<file path="src/rtl/perf_bcd_conv.sv">
// -----------------------------------------------------------------------------
// perf_bcd_conv
//
// Sequential binary-to-BCD converter (shift-add-3 / double dabble) for the TSP
// performance score. It sits between tsp.performance and the seg7 digit
// drivers and produces DIGITS packed BCD nibbles plus an overflow flag, using
// one W-cycle iterative pass instead of combinational /10 %10 chains.
//
// Build option:
//   BCD_SATURATE_EN  defined   -> on overflow bcd_out is forced to all 9s
//                    undefined -> bcd_out is in_value mod 10**DIGITS
//   The overflow flag is produced identically in both builds.
//
// Parameters:
//   W        width of the unsigned binary input (at most 64)
//   DIGITS   number of BCD output digits
//
// Ports:
//   clk        system clock
//   rst        synchronous, active-high reset
//   in_valid   in_value is valid; accepted when in_valid && in_ready
//   in_ready   converter can accept a new value (IDLE or DONE)
//   in_value   unsigned binary value to convert
//   out_valid  one-cycle pulse, high while bcd_out/overflow show a new result
//   bcd_out    packed BCD, [3:0] = ones; holds the last result
//   overflow   last result's in_value >= 10**DIGITS; holds with bcd_out
// -----------------------------------------------------------------------------
module perf_bcd_conv #(
    parameter int W      = 32,
    parameter int DIGITS = 5
) (
    input  logic                  clk,
    input  logic                  rst,
    input  logic                  in_valid,
    output logic                  in_ready,
    input  logic [W-1:0]          in_value,
    output logic                  out_valid,
    output logic [4*DIGITS-1:0]   bcd_out,
    output logic                  overflow
);

    localparam int BW = 4 * DIGITS;
    localparam int CW = (W > 1) ? $clog2(W) : 1;

    function automatic logic [63:0] pow10(input int n);
        logic [63:0] p;
        p = 64'd1;
        for (int i = 0; i < n; i++) begin
            p = p * 64'd10;
        end
        return p;
    endfunction

    localparam logic [63:0] LIMIT = pow10(DIGITS);

    // Add 3 to every nibble that is 5 or more, so the following left shift
    // carries correctly into the next decimal digit.
    function automatic logic [BW-1:0] add3(input logic [BW-1:0] s);
        logic [BW-1:0] r;
        r = s;
        for (int i = 0; i < DIGITS; i++) begin
            if (s[4*i +: 4] >= 4'd5) begin
                r[4*i +: 4] = s[4*i +: 4] + 4'd3;
            end
        end
        return r;
    endfunction

`ifdef BCD_SATURATE_EN
    function automatic logic [BW-1:0] saturate(input logic [BW-1:0] raw,
                                               input logic          ovf);
        return ovf ? {DIGITS{4'h9}} : raw;
    endfunction
`endif

    typedef enum logic [1:0] {
        IDLE  = 2'd0,
        SHIFT = 2'd1,
        DONE  = 2'd2
    } state_t;

    state_t          state_q, state_d;
    logic [W-1:0]    shreg_q, shreg_d;
    logic [BW-1:0]   scratch_q, scratch_d;
    logic [CW-1:0]   cnt_q, cnt_d;
    logic            ovf_q, ovf_d;
    logic [BW-1:0]   bcd_q, bcd_d;
    logic            ovf_out_q, ovf_out_d;

    logic            accept;
    logic [BW-1:0]   scratch_adj;
    logic [BW-1:0]   scratch_sh;

    // One double-dabble step: adjust, then shift the input MSB into the
    // scratch LSB. The top nibble's carry-out is dropped, which makes the
    // raw result in_value mod 10**DIGITS.
    always_comb begin
        scratch_adj = add3(scratch_q);
        scratch_sh  = {scratch_adj[BW-2:0], shreg_q[W-1]};
    end

    assign in_ready  = (state_q != SHIFT);
    assign accept    = in_valid && in_ready;
    assign out_valid = (state_q == DONE);
    assign bcd_out   = bcd_q;
    assign overflow  = ovf_out_q;

    always_comb begin
        state_d   = state_q;
        shreg_d   = shreg_q;
        scratch_d = scratch_q;
        cnt_d     = cnt_q;
        ovf_d     = ovf_q;
        bcd_d     = bcd_q;
        ovf_out_d = ovf_out_q;

        case (state_q)
            IDLE, DONE: begin
                if (accept) begin
                    state_d   = SHIFT;
                    shreg_d   = in_value;
                    scratch_d = '0;
                    cnt_d     = CW'(W - 1);
                    ovf_d     = (64'(in_value) >= LIMIT);
                end else begin
                    state_d = IDLE;
                end
            end
            SHIFT: begin
                scratch_d = scratch_sh;
                shreg_d   = shreg_q << 1;
                if (cnt_q == '0) begin
                    // Last shift: the result lands in the output registers
                    // on the same edge that enters DONE, so bcd_out and
                    // out_valid line up.
                    state_d   = DONE;
`ifdef BCD_SATURATE_EN
                    bcd_d     = saturate(scratch_sh, ovf_q);
`else
                    bcd_d     = scratch_sh;
`endif
                    ovf_out_d = ovf_q;
                end else begin
                    cnt_d = cnt_q - 1'b1;
                end
            end
            default: begin
                state_d = IDLE;
            end
        endcase
    end

    always_ff @(posedge clk) begin
        if (rst) begin
            state_q   <= IDLE;
            shreg_q   <= '0;
            scratch_q <= '0;
            cnt_q     <= '0;
            ovf_q     <= 1'b0;
            bcd_q     <= '0;
            ovf_out_q <= 1'b0;
        end else begin
            state_q   <= state_d;
            shreg_q   <= shreg_d;
            scratch_q <= scratch_d;
            cnt_q     <= cnt_d;
            ovf_q     <= ovf_d;
            bcd_q     <= bcd_d;
            ovf_out_q <= ovf_out_d;
        end
    end

endmodule

</file>
<file path="config.mk">
export PLATFORM = sky130hd
export DESIGN_NAME = perf_bcd_conv
export DESIGN_NICKNAME = d
export VERILOG_FILES = /design/src/rtl/perf_bcd_conv.sv
export SDC_FILE = /design/constraint.sdc
export NUM_CORES = 1
export LEC_CHECK = 0
export CAP_MARGIN = 40
export CORE_MARGIN = 2
export CORE_UTILIZATION = 53
export DETAILED_ROUTE_END_ITERATION = 8
export PLACE_DENSITY = 0.79
export REMOVE_ABC_BUFFERS = 1
export SLEW_MARGIN = 5
export SYNTH_ARGS = -nofsm -noshare
export SYNTH_HDL_FRONTEND = slang
export SYNTH_SLANG_ARGS = --single-unit
export TNS_END_PERCENT = 50
</file>
<file path="constraint.sdc">
create_clock -name clk -period 1.9 [get_ports clk]
set_input_delay 0.285 -clock clk [delete_from_list [all_inputs] [get_ports clk]]
set_output_delay 0.285 -clock clk [all_outputs]
set_load 0.1 [all_outputs]
</file>
==> flow_metrics.py <==
metrics = {
    "sta": {
        "min_period_ps": 1793,
        "fin_skew_ps": 7.382,
        "fmax_mhz": 557.7,
        "max_slew_margin": 0.6455,
        "drv_slew": 0,
        "finalCritPeriodShare": 0.9437,
        "rsz0062_at_grt": "false",
        "tightest_slew_ps": 531.2,
        "setup_viol": 0,
        "hold_viol": 0,
        "setup_tns_ps": 0,
    },
    "placement": {
        "gp_congestion": 0.7892,
        "portBuffers": 57,
        "dp.final_hpwl_mm": 5.916,
        "dpl_cell_area_sq_mm": 0.004219,
    },
    "synth": {
        "synth_most_common_cell": "dfxtp_1",
        "synth_compound_area_frac": 0.2165,
        "netlist_instances": 405,
        "synthFlopType": "dfxtp_1",
        "yosysTopAreaCellShare": 0.4525,
        "synth_cell_types": 49,
        "synthMuxAreaShare": 0.01501,
        "async_flop_share": 0,
        "synthTopCellsByArea": "dfxtp_1 (45%), a21oi_1 (4.6%), o22ai_1 (4.5%)",
        "synth_top_family_by_area": "compound AO/OA/AOI/OAI gates",
        "ys_seq_elements": 81,
        "synthXorXnorAreaFrac": 0.01955,
        "synth_top_cell_by_area": "dfxtp_1",
        "ys_seq_area_frac": 0.4525,
        "synth_area_sq_mm": 0.003583,
        "synth_simple_gate_area_share": 0.2109,
        "ys_top_cells_by_count": "dfxtp_1 (81), nand2_1 (38), a21oi_1 (33), nor3_1 (30)",
        "syn_area_per_cell_sq_um": 8.848,
        "yosys_warnings": 0,
        "synth_fa_ha_area_frac": 0.03841,
        "synth_edf_count": 0,
    },
    "pwr": {
        "p_per_area_mw_per_mm2": 875.7,
        "ir_drop_mv": 0.6852,
        "p_leak_nw": 1.690,
    },
    "worst_setup_path": {
        "slowest_delay_ps": 340,
        "end_kind": "output port",
        "path_cells": "nor2b_4, buf_8, inv_6, buf_6, buf_12",
        "critical_path_class": "flip-flop to output port",
        "critPathLaunchType": "flip-flop",
        "slowest_stage": "dfxtp_2",
        "crit_arrival_ps": 1510,
        "crit_family": "buffers and inverters",
        "crit_required_ps": 1620,
        "path_buf_inv": 4,
        "cp_max_fo": 16,
    },
    "clocking": {
        "path_clk_slew_ps": 80,
        "clock-sinks": 81,
        "numCtsBuffers": 9,
        "cts_root_buf": "clkbuf_8",
        "clk_latency_ps": 340,
        "ctsHoldBuffers": 0,
        "clockBufferDepth": 2,
        "cts_tree": "yes",
        "cts_max_level": 3,
    },
    "die": {
        "chipWidth_um": 86.23,
        "rows": 29,
        "io_pins": 58,
        "core_sq_mm": 0.006459,
        "start_util": 0.5548,
        "dieArea_sq_mm": 0.007435,
        "die_h_um": 86.23,
    },
    "layout": {
        "antenna_cells": 0,
        "layout-drive-gt1-share": 0.1741,
        "post-route-util": 0.6984,
        "n_fill_cell": 537,
        "syn2layout_area_growth_pct": 25.87,
        "nets": 512,
        "stdcell_area_sq_mm": 0.004511,
    },
    "routing": {
        "via_count": 3198,
        "avgRoutedWirePerCell_um": 15.61,
        "wirelength_mm": 8.555,
        "vias_per_cell": 5.836,
        "ant_nets": 0,
        "drt_iter0_markers": 198,
        "first_pass_iters": 4,
        "drc": 0,
    },
    "run": {
        "cap_violations": 0,
    },
    "hold_path": {
        "hold_class": "input port to flip-flop",
    },
    "grt": {
        "grt_pass1_vias": 3004,
        "antenna_found_initial": 0,
        "grt_pass1_wl_mm": 14.10,
        "grt.overflow.total": 0,
        "grt_start_max_net_pins": 42,
        "track_usage": 0.2359,
    },
    "status": {
        "status": "finished, final reports clean",
    },
}
## cell families after synthesis
kind of cell,after synthesis
AOI/OAI and AO/OA,116
xor gates and xnor gates,8
adders and majority gates,11
buffers and inverters,40
DFF,81
muxes,5
and+or+nand+nor,144
## path summary, 6_finish.rpt
kind	from	endpoint	slack, ps	depth (start not counted)
hold / removal	rst	bcd_out[11]	370	3
setup / recovery	state_q[0]	in_ready	110	5
setup reg to reg	cnt_q[0]	bcd_out[11]	110	7
hold reg to reg	shreg_q[8]	shreg_q[8]	450	2
## sequential cells by signal, indices dropped and copies added (netlist names)
| name | count |
|---|---|
| state_q | 2 |
| overflow | 1 |
| bcd_out | 20 |
| ovf_q | 1 |
| cnt_q | 5 |
| scratch_q | 20 |
| shreg_q | 32 |
## per-layer routing
| metal | wire (um) | part of all wire | up-vias | GRT usage |
|---|---|---|---|---|
| met5 | 0 | 0 | - | 0 |
| met4 | 59 | 0.0069 | 0 | 0.05114 |
| met3 | 506 | 0.059 | 8 | 0.06857 |
| met2 | 4202 | 0.49 | 95 | 0.4109 |
| met1 | 3787 | 0.44 | 1510 | 0.2909 |
| li1 | - | - | 1585 | - |
## power breakdown
| part | internal, mW | leakage, nW | switching, mW | total [mW] |
|---|---|---|---|---|
| clock network | 0.815 | 0.111 | 0.590 | 1.41 |
| logic | 0.273 | 0.918 | 0.415 | 0.688 |
| registers | 1.79 | 0.661 | 0.0637 | 1.86 |
| total | 2.88 | 1.69 | 1.07 | 3.95 |
## layout by cell type (no fill, tap or decap), types with 3 or more instances in the layout
cell and n:
mux2_2 3, buf_4 35, xor2_1 3, xnor2_1 5, dfxtp_1 80, nand3_1 15
clkbuf_8 11, ha_1 10, nor3b_1 6, a21oi_1 33, clkbuf_1 3, clkdlybuf4s50_1 33
nor2_2 3, a2bb2o_4 3, nor3_1 30, nand2_1 38, nand2b_1 6, o22ai_1 26
a22oi_1 20, inv_1 13, nor2_1 26, a211oi_1 5, o21ai_0 14
## area by class of cell
| class | instances | area, sq um | share of cell area |
|---|---|---|---|
| flip-flops and latches | 81 | 1623 | 0.3598 |
| inverters | 15 | 62.56 | 0.01387 |
| multi-input cells | 284 | 1815 | 0.4025 |
| well taps | 77 | 96.34 | 0.02136 |
| clock buffers | 14 | 162.7 | 0.03606 |
| clock inverters | 2 | 60.06 | 0.01331 |
| repair buffers | 75 | 690.7 | 0.1531 |
## metrics by stage
stage | setup slack, ps | hold WS (ps) | cells | power [mW]
after floorplan | -1353 | 347.4 | 380 | 2.276
after global placement | -251.4 | 442.6 | 527 | 2.521
after detailed placement | 13.08 | 446.7 | 528 | 2.548
after CTS | -6.776 | 353.3 | 545 | 3.947
after global routing | 16.35 | 372.7 | 548 | 4.109
final | 107.0 | 371.0 | 548 | 3.950
## what timing repair did
action / CTS / global route
resized for setup: 5 / 5
buffers inserted: 1 / 3
pin swaps: 0 / 2
setup endpoints to repair: 2 / 8
## worst register-to-register path, stage by stage, from the launching register on
cell	delay, ps
dfxtp_1	320
inv_1	120
ha_4	160
or4b_4	510
nor2_8	210
buf_4	140
nor2_1	40
a311oi_2	210
(Power assumes the default switching activity.)
